$ cat src/rtl/mem_access_unit_if.sv
// EX-side handshake, data-memory port and writeback bus of the MEM-stage unit.
// "master" is the unit itself (it masters the memory port); "slave" is the surrounding pipeline/memory.
interface mem_access_unit_if #(
    parameter int DATA_W = 19,
    parameter int ADDR_W = 8,
    parameter int REG_W  = 3,
    parameter int CNT_W  = 16
);
    logic              ex_valid;
    logic              ex_ready;
    logic              ex_load;
    logic              ex_store;
    logic [DATA_W-1:0] ex_alu_result;
    logic [DATA_W-1:0] ex_store_data;
    logic [REG_W-1:0]  ex_rd;
    logic              ex_regwrite;

    logic              mem_read;
    logic              mem_write;
    logic [ADDR_W-1:0] mem_addr;
    logic [DATA_W-1:0] mem_wdata;
    logic [DATA_W-1:0] mem_rdata;

    logic              wb_valid;
    logic              wb_regwrite;
    logic [REG_W-1:0]  wb_rd;
    logic [DATA_W-1:0] wb_data;
    logic              wb_is_load;

    logic [CNT_W-1:0]  ld_count;
    logic [CNT_W-1:0]  st_count;
    logic              fault;

    modport master (
        input  ex_valid, ex_load, ex_store, ex_alu_result, ex_store_data, ex_rd, ex_regwrite,
        input  mem_rdata,
        output ex_ready,
        output mem_read, mem_write, mem_addr, mem_wdata,
        output wb_valid, wb_regwrite, wb_rd, wb_data, wb_is_load,
        output ld_count, st_count, fault
    );

    modport slave (
        output ex_valid, ex_load, ex_store, ex_alu_result, ex_store_data, ex_rd, ex_regwrite,
        output mem_rdata,
        input  ex_ready,
        input  mem_read, mem_write, mem_addr, mem_wdata,
        input  wb_valid, wb_regwrite, wb_rd, wb_data, wb_is_load,
        input  ld_count, st_count, fault
    );
endinterface

$ cat src/rtl/mem_access_unit.sv
// MEM-stage controller: drives the data memory, captures load data, produces MEM/WB results.
// Optional macro MEM_ADDR_CHECK_EN enables out-of-range address faulting.
module mem_access_unit #(
    parameter int DATA_W    = 19,
    parameter int ADDR_W    = 8,
    parameter int REG_W     = 3,
    parameter int MEM_DEPTH = 226,
    parameter int CNT_W     = 16
) (
    input logic              clk,
    input logic              reset,
    mem_access_unit_if.master bus
);

    typedef enum logic [1:0] {IDLE, LD_ISSUE, LD_CAPTURE} state_t;

    localparam logic [DATA_W-1:0] DEPTH_LIM = DATA_W'(MEM_DEPTH);

    state_t           state;
    logic [REG_W-1:0] ld_rd_p1;
    logic             ld_rw_p1;
    logic             ld_flt_p1;
    logic             addr_fault;

    function automatic logic [CNT_W-1:0] sat_inc(input logic [CNT_W-1:0] c);
        return (&c) ? c : c + 1'b1;
    endfunction

    assign bus.ex_ready = (state == IDLE);

`ifdef MEM_ADDR_CHECK_EN
    assign addr_fault = (bus.ex_alu_result >= DEPTH_LIM);
`else
    logic unused_depth;
    assign unused_depth = ^DEPTH_LIM;
    assign addr_fault   = 1'b0;
`endif

    always_ff @(posedge clk or posedge reset) begin
        if (reset) begin
            state           <= IDLE;
            bus.mem_read    <= 1'b0;
            bus.mem_write   <= 1'b0;
            bus.mem_addr    <= '0;
            bus.mem_wdata   <= '0;
            bus.wb_valid    <= 1'b0;
            bus.wb_regwrite <= 1'b0;
            bus.wb_rd       <= '0;
            bus.wb_data     <= '0;
            bus.wb_is_load  <= 1'b0;
            bus.ld_count    <= '0;
            bus.st_count    <= '0;
            bus.fault       <= 1'b0;
            ld_rd_p1        <= '0;
            ld_rw_p1        <= 1'b0;
            ld_flt_p1       <= 1'b0;
        end else begin
            bus.mem_read  <= 1'b0;
            bus.mem_write <= 1'b0;
            bus.wb_valid  <= 1'b0;
            bus.fault     <= 1'b0;
            case (state)
                // Accept stage: ALU and store results retire next cycle, loads start issuing.
                IDLE: begin
                    if (bus.ex_valid) begin
                        if (bus.ex_load) begin
                            state     <= LD_ISSUE;
                            ld_rd_p1  <= bus.ex_rd;
                            ld_rw_p1  <= bus.ex_regwrite;
                            ld_flt_p1 <= addr_fault;
                            if (!addr_fault) begin
                                bus.mem_read <= 1'b1;
                                bus.mem_addr <= bus.ex_alu_result[ADDR_W-1:0];
                            end
                        end else if (bus.ex_store) begin
                            bus.wb_valid    <= 1'b1;
                            bus.wb_regwrite <= 1'b0;
                            bus.wb_is_load  <= 1'b0;
                            bus.fault       <= addr_fault;
                            if (!addr_fault) begin
                                bus.mem_write <= 1'b1;
                                bus.mem_addr  <= bus.ex_alu_result[ADDR_W-1:0];
                                bus.mem_wdata <= bus.ex_store_data;
                                bus.st_count  <= sat_inc(bus.st_count);
                            end
                        end else begin
                            bus.wb_valid    <= 1'b1;
                            bus.wb_data     <= bus.ex_alu_result;
                            bus.wb_rd       <= bus.ex_rd;
                            bus.wb_regwrite <= bus.ex_regwrite;
                            bus.wb_is_load  <= 1'b0;
                        end
                    end
                end
                // Memory registers the read during this cycle.
                LD_ISSUE: state <= LD_CAPTURE;
                // Read data is valid now; retire the load on the next edge.
                LD_CAPTURE: begin
                    state           <= IDLE;
                    bus.wb_valid    <= 1'b1;
                    bus.wb_data     <= ld_flt_p1 ? '0 : bus.mem_rdata;
                    bus.wb_rd       <= ld_rd_p1;
                    bus.wb_regwrite <= ld_rw_p1 && !ld_flt_p1;
                    bus.wb_is_load  <= 1'b1;
                    bus.fault       <= ld_flt_p1;
                    if (!ld_flt_p1)
                        bus.ld_count <= sat_inc(bus.ld_count);
                end
                default: state <= IDLE;
            endcase
        end
    end

endmodule

$ cat src/flat_wrapper.sv
// flat-port wrapper written by rule: the top's interface ports become plain ports
module mem_access_unit_flat 
#(
    parameter int DATA_W    = 19,
    parameter int ADDR_W    = 8,
    parameter int REG_W     = 3,
    parameter int MEM_DEPTH = 226,
    parameter int CNT_W     = 16
)
  (clk, reset, bus_ex_valid, bus_ex_load, bus_ex_store, bus_ex_alu_result, bus_ex_store_data, bus_ex_rd, bus_ex_regwrite, bus_mem_rdata, bus_ex_ready, bus_mem_read, bus_mem_write, bus_mem_addr, bus_mem_wdata, bus_wb_valid, bus_wb_regwrite, bus_wb_rd, bus_wb_data, bus_wb_is_load, bus_ld_count, bus_st_count, bus_fault);
  mem_access_unit_if #(.DATA_W(DATA_W), .ADDR_W(ADDR_W), .REG_W(REG_W), .CNT_W(CNT_W)) bus_i ();
  input logic clk;
  input logic reset;
  input wire logic [$bits(bus_i.ex_valid)-1:0] bus_ex_valid;
  input wire logic [$bits(bus_i.ex_load)-1:0] bus_ex_load;
  input wire logic [$bits(bus_i.ex_store)-1:0] bus_ex_store;
  input wire logic [$bits(bus_i.ex_alu_result)-1:0] bus_ex_alu_result;
  input wire logic [$bits(bus_i.ex_store_data)-1:0] bus_ex_store_data;
  input wire logic [$bits(bus_i.ex_rd)-1:0] bus_ex_rd;
  input wire logic [$bits(bus_i.ex_regwrite)-1:0] bus_ex_regwrite;
  input wire logic [$bits(bus_i.mem_rdata)-1:0] bus_mem_rdata;
  output wire logic [$bits(bus_i.ex_ready)-1:0] bus_ex_ready;
  output wire logic [$bits(bus_i.mem_read)-1:0] bus_mem_read;
  output wire logic [$bits(bus_i.mem_write)-1:0] bus_mem_write;
  output wire logic [$bits(bus_i.mem_addr)-1:0] bus_mem_addr;
  output wire logic [$bits(bus_i.mem_wdata)-1:0] bus_mem_wdata;
  output wire logic [$bits(bus_i.wb_valid)-1:0] bus_wb_valid;
  output wire logic [$bits(bus_i.wb_regwrite)-1:0] bus_wb_regwrite;
  output wire logic [$bits(bus_i.wb_rd)-1:0] bus_wb_rd;
  output wire logic [$bits(bus_i.wb_data)-1:0] bus_wb_data;
  output wire logic [$bits(bus_i.wb_is_load)-1:0] bus_wb_is_load;
  output wire logic [$bits(bus_i.ld_count)-1:0] bus_ld_count;
  output wire logic [$bits(bus_i.st_count)-1:0] bus_st_count;
  output wire logic [$bits(bus_i.fault)-1:0] bus_fault;
  assign bus_i.ex_valid = bus_ex_valid;
  assign bus_i.ex_load = bus_ex_load;
  assign bus_i.ex_store = bus_ex_store;
  assign bus_i.ex_alu_result = bus_ex_alu_result;
  assign bus_i.ex_store_data = bus_ex_store_data;
  assign bus_i.ex_rd = bus_ex_rd;
  assign bus_i.ex_regwrite = bus_ex_regwrite;
  assign bus_i.mem_rdata = bus_mem_rdata;
  assign bus_ex_ready = bus_i.ex_ready;
  assign bus_mem_read = bus_i.mem_read;
  assign bus_mem_write = bus_i.mem_write;
  assign bus_mem_addr = bus_i.mem_addr;
  assign bus_mem_wdata = bus_i.mem_wdata;
  assign bus_wb_valid = bus_i.wb_valid;
  assign bus_wb_regwrite = bus_i.wb_regwrite;
  assign bus_wb_rd = bus_i.wb_rd;
  assign bus_wb_data = bus_i.wb_data;
  assign bus_wb_is_load = bus_i.wb_is_load;
  assign bus_ld_count = bus_i.ld_count;
  assign bus_st_count = bus_i.st_count;
  assign bus_fault = bus_i.fault;
  mem_access_unit #(.DATA_W(DATA_W), .ADDR_W(ADDR_W), .REG_W(REG_W), .MEM_DEPTH(MEM_DEPTH), .CNT_W(CNT_W)) u_core (.clk(clk), .reset(reset), .bus(bus_i));
endmodule
$ cat config.mk
export PLATFORM = sky130hd
export DESIGN_NAME = mem_access_unit_flat
export DESIGN_NICKNAME = d
export VERILOG_FILES = /design/src/rtl/mem_access_unit_if.sv /design/src/rtl/mem_access_unit.sv /design/src/flat_wrapper.sv
export SDC_FILE = /design/constraint.sdc
export NUM_CORES = 1
export LEC_CHECK = 0
export ABC_CLOCK_PERIOD_IN_PS = 3600
export BUFFER_PORTS_ARGS = -buffer_cell sky130_fd_sc_hd__buf_2
export CELL_PAD_IN_SITES_DETAIL_PLACEMENT = 1
export CELL_PAD_IN_SITES_GLOBAL_PLACEMENT = 1
export CORE_MARGIN = 8
export CORE_UTILIZATION = 37
export DETAILED_ROUTE_END_ITERATION = 6
export MAX_ROUTING_LAYER = met4
export PLACE_DENSITY = 0.9
export SYNTH_ARGS = -nofsm -noshare
export SYNTH_HDL_FRONTEND = slang
export SYNTH_SLANG_ARGS = --single-unit
$ cat constraint.sdc
create_clock -name clk -period 3.6 [get_ports clk]
set_input_delay 0.36 -clock clk [delete_from_list [all_inputs] [get_ports clk]]
set_output_delay 0.36 -clock clk [all_outputs]
set_load 0.05 [all_outputs]
[Word-level counts from Yosys, hierarchy flattened]
Index checks and enable logic that the tools add are counted.
Cells by class
  reduce and logical (&&, ||, !) cells: 13
  eq/ne operators: 6
  add/subtract/negate cells: 2
  mux-type cells: 30
  bitwise operators: 3
Operators with widths (number)
  $mux W19: 3
  $pmux W19 S2: 1
  $add A16 B1 Y16 const B: 2
  $reduce_and A16 Y1: 2
  $mux W8: 2
  $mux W1: 14
  $mux W3: 3
  $reduce_and A3 Y1: 3
  $ne A2 B2 Y1 const B: 4
  $reduce_and A4 Y1: 2
  $pmux W1 S2: 3
  $pmux W3 S2: 1
  $reduce_and A5 Y1: 1
  $mux W2: 2
  $pmux W2 S2: 1
  $reduce_and A2 Y1: 2
  $reduce_bool A2 Y1: 2
  $not A1 Y1: 3
  $eq A2 B1 Y1 const B: 1
  $eq A2 B2 Y1 const B: 1
  $logic_not A2 Y1: 1
Storage, ports and cells
  input bits: 66
  word-level logic and storage cells: 68
  output and inout port bits: 88
  register bits: 92

[Longest topological paths before layout]
  word-level depth: 4
  depth in mapped cells: 6
  depth with buffers taken out: 5

[Least setup slack after synthesis]
No wires, ideal clock.
  kind: reg2reg
  start: register u_core.state[0]
  end: register u_core.bus.mem_addr[0]
  arrival: 2.130 ns
  library setup time: 0.125 ns
  path slack: 1.345 ns
  cell stages (with the launch flop): 6
  data required time: 3.475 ns
  buffers on the path: 2
  clock period less this slack: 2.255 ns
  cells stage by stage: dfrtp_1 clkbuf_1 nor2_1 o211a_1 clkbuf_1 mux2_2
Between the ends
  cells in the longest elaborated chain, start to end: 2
Ends and longest elaborated chain
  from (decl): RTL line mem_access_unit.sv:19  | state_t state;
  from (signal assigned): RTL line mem_access_unit.sv:41  | state <= IDLE;
  from (signal assigned): RTL line mem_access_unit.sv:67  | state <= LD_ISSUE;
  from (signal assigned): RTL line mem_access_unit.sv:96  | LD_ISSUE: state <= LD_CAPTURE;
  $logic_not A2 Y1
  via bus_ex_ready: RTL line flat_wrapper.sv:22  | output wire logic [$bits(bus_i.ex_ready)-1:0] bus_ex_ready;
  $reduce_and A3 Y1 (no line)
  to (signal assigned): RTL line mem_access_unit.sv:73  | bus.mem_addr <= bus.ex_alu_result[ADDR_W-1:0];
  to (signal assigned): RTL line mem_access_unit.sv:82  | bus.mem_addr <= bus.ex_alu_result[ADDR_W-1:0];
  to (decl): RTL line mem_access_unit_if.sv:38  | output mem_read, mem_write, mem_addr, mem_wdata,
The timed path passes the listed nets, and every way through them passes these cells.
A chain may end at the register's enable or synchronous reset.

[Worst setup path after layout]
  start: register u_core.state[0]
  end: register u_core.bus.st_count[14]
Between the ends
  cells in the longest elaborated chain, start to end: 2
Ends and longest elaborated chain
  $logic_not A2 Y1: RTL line mem_access_unit.sv:62  | case (state)
  $reduce_and A5 Y1 (no line)
  to (signal assigned): RTL line mem_access_unit.sv:84  | bus.st_count <= sat_inc(bus.st_count);
  to (decl): RTL line mem_access_unit_if.sv:40  | output ld_count, st_count, fault
Every way passes these cells.

==> run summary <==
The count of state elements after synthesis was 92. The biggest area contributor in the post-synthesis netlist is sky130_fd_sc_hd__dfrtp_1. Setup repair after global routing left no endpoint under its margin. After detailed routing, the number of remaining DRC violations is 0. The logs give 9 for the number of buffers inserted during clock tree synthesis and 0 for the reported max-cap violation count. The average detailed-routed wire length per instance is 17.8 µm. The number of antenna diodes in the final layout is 0. For the last weighted congestion value of the routability-driven placer, the log shows 0.783. The run finished with clean final reports. The final routed wirelength across all metal layers was 11700 µm; the number of standard cells after synthesis was 364. Class of the worst hold path: in2async. The initial core utilization came out at 0.375. Buffer cell driving the clock tree root: sky130_fd_sc_hd__clkbuf_8.

On the critical path, the stage with the largest delay is an instance of sky130_fd_sc_hd__nand2_1. The type of element capturing the critical path was a flip-flop. For the tightest slew margin relative to the limit, the log shows 0.242. The number of flops mapped to enable cells by yosys was 0. TritonCTS built the clock tree. Setup total negative slack on the finished layout was measured at 0 ns. The tree built by TritonCTS fans out to 92 sinks. At the pin with the least slew margin, the transition time is 1.13 ns. The run gives 0.172 as the combined global-route utilization of all metal layers. The cell area after technology mapping was 0.00401 mm². In the synthesized netlist the dominant register cell turns out to be sky130_fd_sc_hd__dfrtp_1. The residual antenna-violating net count after detailed routing was 0; the area share of the leading cell type in the synthesized netlist was 0.575.

At the worst endpoint, the required time is 3.84 ns. The run gives 38 as the number of standard-cell rows in the floorplan. VDD sags by at most 0.433 mV.

The post-synth net total is 432, and the final critical path time including I/O delays and setup is 2.74 ns. Yosys mapped the design onto 37 distinct sky130hd cell types. The top fanout value on the critical path is 29, and the detailed-routing iteration count for the pre-antenna-repair pass is 4. The die covers 0.0144 mm². The first-pass GRT wire length is 19500 µm. Data on the critical path arrives at its endpoint at 2.98 ns.

The post-cts resize count came out at 0. For this design the static power due to leakage is 2.56 nW. Entering global routing, the biggest net connects 76 pins.

Proportion of synthesized flip-flops having asynchronous set or reset: 1.00. For the detailed-route via count, the log shows 3318. In this run the power density over the cells is 653 mW/mm². The number of filler instances in the final layout was 1242. The mean number of vias per cell was 5.07; the synthesized area per cell was 11.0 µm². Final clock period utilization by the worst path: 0.761. The post-placement cell area was 0.00490 mm²; the setup clock skew after layout was 0.00748 ns.

In this run, post-CTS hold repair placed 0 buffers. For the placeable core region, the log shows 0.0107 mm². Global routing finished with a remaining overflow of 0.

The number of failing hold endpoints at the final stage came out at 0. The vertical die dimension came out at 120 µm. Yosys attributes the largest share of cell area to sky130_fd_sc_hd__dfrtp_1 (57%), sky130_fd_sc_hd__mux2_2 (9.8%), sky130_fd_sc_hd__nand2_1 (5.2%). The longest clock path from root to sink contains 2 buffers. The signal on the critical path passes through nor3b_1 > nand2_1 > nor3_1 > mux2_2.

Relative to the synthesized area, the layout overhead comes to 26.5%. The share of layout cells above drive strength 1 came out at 0.412. The number of top-level design ports was 154. After routing the design area is 0.00507 mm².

Setup violations remaining at the end of the flow were counted as 0. The final number of max-transition violations came out at 0. The library cell used most frequently in the layout, excluding fill and tap cells, is sky130_fd_sc_hd__buf_2. The number of antenna violations at the first check in global routing came out at 0. For the maximum level of the CTS H-tree, the log shows 3. At the end of the flow, the number of nets in the layout was 579. The element type at the critical path start is a flip-flop.

Yosys printed 0 warnings. Once detailed placement completed, the half-perimeter wirelength came to 8880 µm. The clock transition at the register clock pins on the worst setup and hold paths after CTS was 0.09 ns; the count of routing violations after the opening detailed-route iteration was 210. The area taken by multi-input logic gates came out at 0.00161 mm². The worst setup path is of the reg2reg kind. Derived from the worst setup path, the maximum achievable clock frequency is 365 MHz.

The via count of the first global-routing pass was 3770; the register area was 0.00230 mm². In the layout the commonest cells are sky130_fd_sc_hd__buf_2 (152), sky130_fd_sc_hd__dfrtp_1 (92), sky130_fd_sc_hd__nand2_1 (55), sky130_fd_sc_hd__mux2_2 (35), sky130_fd_sc_hd__nor2_1 (30). The logs give 0 for the number of setup buffers added after CTS and 0.575 for the sequential area share after synthesis. The largest stage delay on the critical path was 0.81 ns; the count of input and output buffers was 152. At the later pin of the worst-skew pair, clock insertion delay measures 0.35 ns. In this run the horizontal extent of the chip is 120 µm.
[metal layers]
layer	GRT usage	routed length, µm	vias up
met5	-	0	-
met3	0.0460	647	9
li1	-	-	1558
met4	0.0437	106	0
met2	0.288	5840	97
met1	0.201	5080	1654
[layout make-up]
cell class	count	area share
repair buffers	155	0.155
multi-input cells	247	0.318
well taps	140	0.0346
flip-flops and latches	92	0.454
clock inverters	2	0.00198
clock buffers	13	0.0314
inverters	6	0.00494
[path summary, 6_finish.rpt]
kind | depth (start not counted) | to | slack (ns) | from
max in group asynchronous | 3 | u_core.bus.wb_rd[2] | 2.57 | reset
setup / recovery | 4 | u_core.bus.st_count[14] | 0.86 | u_core.state[0]
hold reg to reg | 2 | u_core.bus.wb_regwrite | 0.49 | u_core.bus.wb_regwrite
min in group clk | 2 | u_core.bus.mem_wdata[9] | 0.23 | bus_ex_store_data[9]
hold / removal | 2 | u_core.bus.ld_count[4] | 0.21 | reset
setup reg to reg | 4 | u_core.bus.st_count[14] | 0.86 | u_core.state[0]
[cell usage after synthesis (3+ instances only)]
cell                       instances
sky130_fd_sc_hd__nor2b_1           3
sky130_fd_sc_hd__nor3_1           12
sky130_fd_sc_hd__nor4b_1           3
sky130_fd_sc_hd__nand2b_1          3
sky130_fd_sc_hd__nor2_1           30
sky130_fd_sc_hd__nand4_1           9
sky130_fd_sc_hd__o21ai_0           4
sky130_fd_sc_hd__nor3b_1           3
sky130_fd_sc_hd__xor2_1           22
sky130_fd_sc_hd__nand2_1          55
sky130_fd_sc_hd__a21oi_1           3
sky130_fd_sc_hd__clkbuf_1         15
sky130_fd_sc_hd__nor4_1            6
sky130_fd_sc_hd__inv_1             6
sky130_fd_sc_hd__dfrtp_1          92
sky130_fd_sc_hd__buf_2             3
sky130_fd_sc_hd__nand3_1          11
sky130_fd_sc_hd__mux2_2           35
sky130_fd_sc_hd__a31oi_1          25
[state kept, by name, summed over array words and instances (netlist names)]
register                cells
u_core.bus.ld_count        16
u_core.bus.mem_write        1
u_core.bus.st_count        16
u_core.ld_rw_p1             1
u_core.bus.mem_wdata       19
u_core.state                2
u_core.bus.wb_regwrite      1
u_core.ld_rd_p1             3
u_core.bus.wb_valid         1
u_core.bus.mem_read         1
u_core.bus.wb_is_load       1
u_core.bus.wb_data         19
u_core.bus.mem_addr         8
u_core.bus.wb_rd            3
[critical path: cells and delay by family (launching register included)]
family | cells | cell delay [ns]
flip-flops | 1 | 0.49
AND/OR/NAND/NOR | 3 | 1.77
multiplexers | 1 | 0.36
[kinds of logic after synthesis]
logic type,Yosys count,synth area share
adders and majority gates,2,0.00625
AOI/OAI and AO/OA,37,0.0603
and+or+nand+nor,147,0.179
buffers and inverters,25,0.0253
muxes,36,0.101
xor gates and xnor gates,24,0.0525
other,1,0.000936
DFF,92,0.575
[through the flow]
step	hold WS (ns)	setup slack, ns	std cells	total power, mW	utilization
after floorplan	0.481	0.848	364	2.34	-
after global placement	0.467	0.998	640	2.67	0.458
after detailed placement	0.477	0.814	640	2.72	0.458
after CTS	0.214	0.811	655	3.35	0.474
after global routing	0.207	0.646	655	3.48	0.474
final	0.211	0.861	655	3.31	0.474
[where the power goes]
group / total [mW] / switching [mW] / internal (mW)
combinational: 1.29 / 0.971 / 0.316
sequential: 1.39 / 0.160 / 1.23
clock: 0.625 / 0.341 / 0.284
total: 3.31 / 1.47 / 1.83
Note: power is estimated with default switching activity, not from simulation.
